### src/rtl/flit_mon_pkg.sv
// Shared types and helpers for the flit receive monitor.
package flit_mon_pkg;

    // Monitor framing state
    typedef enum logic {
        IDLE = 1'b0,
        RECV = 1'b1
    } state_t;

    // Default flit-half width and the matching popcount width
    localparam int unsigned DEF_N    = 26;
    localparam int unsigned POP_W    = $clog2(2 * DEF_N + 1);

    // Widest flit the pattern helper can describe; unused upper bits are zero
    localparam int unsigned PAT_MAXW = 256;

    // Reference flit for pattern slot idx: P0={1s,0s} P1={1s,1s} P2={0s,1s} P3={0s,0s}
    function automatic logic [PAT_MAXW-1:0] pattern(input logic [1:0] idx, input int unsigned n);
        logic                hi1;
        logic                lo1;
        logic [PAT_MAXW-1:0] p;
        hi1 = (idx == 2'd0) || (idx == 2'd1);
        lo1 = (idx == 2'd1) || (idx == 2'd2);
        p   = '0;
        for (int unsigned j = 0; j < PAT_MAXW; j++) begin
            if (j < 2 * n) begin
                p[j] = (j < n) ? lo1 : hi1;
            end
        end
        return p;
    endfunction

endpackage

### src/rtl/flit_rx_monitor_popcount.sv
// Combinational population count of a W-bit word.
module flit_popcount #(
    parameter int unsigned W = 52
) (
    input  logic [W-1:0]             in,
    output logic [$clog2(W+1)-1:0]   cnt
);

    localparam int unsigned CW = $clog2(W + 1);

    // Sum every set bit of the input word
    always_comb begin
        cnt = '0;
        for (int unsigned i = 0; i < W; i++) begin
            cnt = cnt + CW'(in[i]);
        end
    end

endmodule

### src/rtl/flit_rx_monitor.sv
// Receive-side flit stream monitor: frames packets as runs of valid cycles
// and reports length, bus toggle activity and length/pattern errors.
// Optional: FLIT_PATTERN_CHECK_EN enables the P0..P3 flit pattern checker.
module flit_rx_monitor
    import flit_mon_pkg::*;
#(
    parameter int unsigned N       = 26,
    parameter int unsigned PAYLOAD = 20,
    parameter int unsigned CNT_W   = 16,
    parameter int unsigned TOG_W   = 16
) (
    input  logic             clk,
    input  logic             rst,
    input  logic             in_valid,
    input  logic [N-1:0]     in_lo,
    input  logic [N-1:0]     in_hi,
    output logic             pkt_done,
    output logic [CNT_W-1:0] pkt_len,
    output logic [TOG_W-1:0] pkt_toggles,
    output logic             len_err,
    output logic [CNT_W-1:0] pkt_count,
    output logic [CNT_W-1:0] pat_err_cnt
);

    localparam int unsigned FW   = 2 * N;
    localparam int unsigned PW   = $clog2(FW + 1);

    state_t             state;
    logic [FW-1:0]      prev_flit;
    logic [CNT_W-1:0]   len_acc;
    logic [TOG_W-1:0]   tog_acc;

    logic [FW-1:0]      flit;
    logic [PW-1:0]      pop;
    logic [TOG_W-1:0]   pop_ext;
    logic [TOG_W:0]     tog_sum;
    logic [TOG_W-1:0]   tog_next;
    logic [CNT_W-1:0]   len_next;

    assign flit = {in_hi, in_lo};

    flit_popcount #(.W(FW)) u_pop (
        .in  (flit ^ prev_flit),
        .cnt (pop)
    );

    // Saturating next values for the per-packet accumulators
    always_comb begin
        pop_ext  = TOG_W'(pop);
        tog_sum  = {1'b0, tog_acc} + {1'b0, pop_ext};
        tog_next = tog_sum[TOG_W] ? '1 : tog_sum[TOG_W-1:0];
        len_next = (len_acc == '1) ? '1 : len_acc + CNT_W'(1);
    end

    // Packet framing FSM with accumulators and registered report outputs
    always_ff @(posedge clk or posedge rst) begin
        if (rst) begin
            state       <= IDLE;
            prev_flit   <= '0;
            len_acc     <= '0;
            tog_acc     <= '0;
            pkt_done    <= 1'b0;
            pkt_len     <= '0;
            pkt_toggles <= '0;
            len_err     <= 1'b0;
            pkt_count   <= '0;
        end else begin
            pkt_done <= 1'b0;
            if (in_valid) begin
                prev_flit <= flit;
            end
            case (state)
                IDLE: begin
                    if (in_valid) begin
                        state   <= RECV;
                        len_acc <= CNT_W'(1);
                        tog_acc <= pop_ext;
                    end
                end
                RECV: begin
                    if (in_valid) begin
                        len_acc <= len_next;
                        tog_acc <= tog_next;
                    end else begin
                        state       <= IDLE;
                        pkt_done    <= 1'b1;
                        pkt_len     <= len_acc;
                        pkt_toggles <= tog_acc;
                        len_err     <= (len_acc != CNT_W'(PAYLOAD));
                        pkt_count   <= pkt_count + CNT_W'(1);
                    end
                end
                default: state <= IDLE;
            endcase
        end
    end

`ifdef FLIT_PATTERN_CHECK_EN
    logic [1:0]          pat_idx;
    logic [1:0]          cur_idx;
    logic [PAT_MAXW-1:0] exp_full;
    logic                pat_miss;

    // Pattern slot for this flit restarts at P0 on the first flit of a packet
    always_comb begin
        cur_idx  = (state == IDLE) ? 2'd0 : pat_idx;
        exp_full = pattern(cur_idx, N);
        pat_miss = (exp_full != {{(PAT_MAXW-FW){1'b0}}, flit});
    end

    // Advance the pattern slot per accepted flit and count mismatches
    always_ff @(posedge clk or posedge rst) begin
        if (rst) begin
            pat_idx     <= 2'd0;
            pat_err_cnt <= '0;
        end else if (in_valid) begin
            pat_idx <= cur_idx + 2'd1;
            if (pat_miss && (pat_err_cnt != '1)) begin
                pat_err_cnt <= pat_err_cnt + CNT_W'(1);
            end
        end
    end
`else
    assign pat_err_cnt = '0;
`endif

endmodule

### config.mk
export PLATFORM = sky130hd
export DESIGN_NAME = flit_rx_monitor
export DESIGN_NICKNAME = d
export VERILOG_FILES = /design/src/rtl/flit_mon_pkg.sv /design/src/rtl/flit_rx_monitor_popcount.sv /design/src/rtl/flit_rx_monitor.sv
export SDC_FILE = /design/constraint.sdc
export NUM_CORES = 1
export LEC_CHECK = 0
export ABC_AREA = 1
export CORE_MARGIN = 3
export CORE_UTILIZATION = 55
export DETAILED_ROUTE_END_ITERATION = 8
export HOLD_SLACK_MARGIN = 0.15
export PLACE_DENSITY_LB_ADDON = 0.2
export RECOVER_POWER = 50
export SLEW_MARGIN = 20
export SYNTH_ARGS = -nofsm -noshare
export SYNTH_HDL_FRONTEND = slang
export SYNTH_SLANG_ARGS = --single-unit
### constraint.sdc
create_clock -name clk -period 12.3 [get_ports clk]
set_input_delay 1.845 -clock clk [delete_from_list [all_inputs] [get_ports clk]]
set_output_delay 1.845 -clock clk [all_outputs]
set_load 0.1 [all_outputs]
==> flow_summary.ini <==
[outcome]
status = complete, but fails checks
violations = capacitance limit, slew limit

[worst_setup_path]
critical_path.max_stage_delay_ns = 0.54
required_ns = 12.65
cp_max_fo = 15
crit_buf_inv = 2
cpLargestDelayFamily = adder cells
setup.worst_path.start_class = input port
cp-end-kind = flip-flop
path_class = input port to flip-flop
cp.arrival_ns = 9.41
crit_top_cell = fa_1
slowest_stage = fa_1

[cts]
clockBufferDepth = 2
clock-sinks = 135
path_clk_slew_ns = 0.06
cts_buffers = 17
h-tree-depth = 4
postCtsSetupRepairBufs = 0
ctsResizeCount = 0
clockRootBuffer = clkbuf_16
postCtsHoldBufs = 0
clk_latency_ns = 0.42
cts_tree = done

[detailed_routing]
ant_nets = 0
wirelength_um = 16400
vias_per_cell = 4.94
drt_iter0_drc = 345
dr.pass1.iters = 4
wire_per_inst_um = 13.0
drc = 0
vias = 6203

[final_layout]
drive_gt1_share_pct = 3.63
area_growth_pct = 19.8
nets = 1180
utilization_pct = 68.7
antennaDiodeCount = 0
fillers = 1164

[timing]
rsz0062_at_grt = false
worst_pin_slew_ns = 3.09
fin_crit_sh_pct = 73.7
slew_viol_final = 255
hold_viol_final = 0
fin_crit_ns = 9.06
fin_setup_tns_ns = 0
slew_headroom_pct = -106
clock_skew_ns = 0.00746
max_freq_ghz = 0.110
finalSetupViolCount = 0

[global_routing]
grt_overflow = 0
grt_max_degree = 80
grt_pass1_vias = 6208
antenna_found_initial = 0
track_usage_pct = 21.7
grt_pass1_wl_um = 28500

[synth]
synth_area_sq_um = 8110
ys_seq_area_share_pct = 41.7
yosys_warnings = 0
synth-seq-cells = 135
netlist_instances = 963
syn_area_per_cell_sq_um = 8.42
synth_cell_types = 35

[die]
die_y_um = 127
dieArea_sq_um = 16200
rows = 43
initial_core_util_pct = 57.3
die_w_um = 127
io_pins = 121
core_area_sq_um = 14100

[worst_hold_path]
hold_path.class = flip-flop to flip-flop

[placement]
place_congestion = 0.873
io_buffers = 104
post-dp-hpwl_um = 11700

[run]
max_cap_viol_count = 4
==> placed cells by master, fill, tap and decap left out, drive strengths merged, types with 3 or more instances in the layout <==
| cell type | synthesis | final |
|---|---|---|
| clkbuf | 18 | 28 |
| conb | 1 | 16 |
| nand2 | 345 | 345 |
| a21oi | 7 | 7 |
| nand4 | 10 | 10 |
| nor2 | 37 | 37 |
| ha | 18 | 18 |
| clkinv | 0 | 5 |
| clkinvlp | 0 | 3 |
| inv | 118 | 117 |
| clkdlybuf4s50 | 0 | 102 |
| dfrtp | 135 | 135 |
| xnor2 | 32 | 32 |
| o21ai | 61 | 61 |
| xor2 | 48 | 48 |
| nand3 | 45 | 45 |
| fa | 44 | 44 |
| nor3 | 11 | 11 |
==> cells in the mapped netlist <==
master | n | area [sq um]
inv_1 | 116 | 435
o2111ai_1 | 1 | 8.76
a31oi_1 | 1 | 6.26
a21oi_1 | 7 | 35.0
inv_2 | 2 | 7.51
dfrtp_1 | 135 | 3380
nor4_1 | 1 | 6.26
nand2_1 | 342 | 1280
nand2_4 | 1 | 11.3
buf_1 | 2 | 7.51
a41oi_1 | 1 | 8.76
and3_1 | 1 | 6.26
fa_1 | 44 | 881
buf_6 | 2 | 22.5
nand4_1 | 10 | 62.6
clkbuf_1 | 18 | 67.6
xnor2_1 | 32 | 280
a21o_1 | 1 | 7.51
nor2_2 | 1 | 6.26
nor3_2 | 3 | 30.0
ha_1 | 18 | 225
o21ai_0 | 60 | 300
buf_2 | 4 | 20.0
o211ai_1 | 1 | 7.51
a21boi_0 | 1 | 7.51
buf_4 | 16 | 120
xor2_1 | 48 | 420
nor2_1 | 33 | 124
nand3b_1 | 1 | 7.51
nand2_2 | 2 | 12.5
nor2_4 | 3 | 33.8
o21ai_2 | 1 | 8.76
nand3_1 | 45 | 225
conb_1 | 1 | 3.75
nor3_1 | 8 | 40.0
==> area by class of cell <==
class	instances	area, sq um	area share (%)
Clock inverter	7	47.5	0.489
Multi-Input combinational cell	683	4090	42.1
Inverter	118	444	4.57
Tap cell	180	225	2.32
Clock buffer	24	482	4.96
Timing Repair Buffer	108	1050	10.8
Sequential cell	135	3380	34.8
==> layer usage <==
layer | track usage (%) | vias up | part of all wire [%]
li1 | - | 3132 | -
met1 | 27.7 | 2896 | 43
met2 | 36.6 | 159 | 50
met3 | 4.52 | 16 | 5.7
met4 | 7.76 | 0 | 1.3
met5 | 0 | - | 0
==> worst register-to-register path, delay by kind of cell, from the launching register on <==
family	cells	cell delay [ns]
simple gates	10	1.52
xor+xnor	1	0.17
flops	1	0.39
fa+ha+maj	11	5.20
compound gates	1	0.16
buf+inv	1	0.05
==> through the flow <==
stage               instances  setup slack [ns]  area, sq um  hold slack (ns)
floorplan                 978              3.91         8170            0.461
global placement         1223              3.02         9220            0.460
detailed placement       1223              2.87         9220            0.472
CTS                      1254              3.30         9750            0.484
global route             1255              2.81         9710            0.497
finish                   1255              3.24         9710            0.478
==> registers in the layout (all words and copies together) (netlist names) <==
| register | flops |
|---|---|
| prev_flit | 52 |
| pkt_len | 16 |
| pkt_done | 1 |
| state | 1 |
| pkt_count | 16 |
| len_err | 1 |
| pkt_toggles | 16 |
| tog_acc | 16 |
| len_acc | 16 |
==> cells by family (layout without fill, tap and decap cells) <==
kind of cell | count (synthesis) | count (layout) | share of synthesized area [%]
buffers and inverters | 160 | 257 | 8.39
xor gates and xnor gates | 80 | 80 | 8.64
other | 1 | 16 | 0.0462
and+or+nand+nor | 451 | 451 | 22.8
DFF | 135 | 135 | 41.7
adders and majority gates | 62 | 62 | 13.6
AOI/OAI and AO/OA | 74 | 74 | 4.81
==> path summary, 6_finish.rpt <==
kind | start | to | slack, ns | cells after the start
max in group asynchronous | rst | pkt_count[7]$_DFFE_PP0P_ | 5.20 | 4
setup reg to reg | prev_flit[0]$_DFFE_PP0P_ | tog_acc[4]$_DFFE_PP0P_ | 4.73 | 24
min in group asynchronous | rst | prev_flit[0]$_DFFE_PP0P_ | 2.56 | 2
setup / recovery | in_lo[1] | tog_acc[4]$_DFFE_PP0P_ | 3.24 | 25
hold / removal | pkt_len[6]$_DFFE_PP0P_ | pkt_len[6]$_DFFE_PP0P_ | 0.48 | 2
hold reg to reg | pkt_len[6]$_DFFE_PP0P_ | pkt_len[6]$_DFFE_PP0P_ | 0.48 | 2
Power is left out: the tool's default activity adds up to more than one toggle a clock period on the data nets, which glitch-free logic cannot reach.
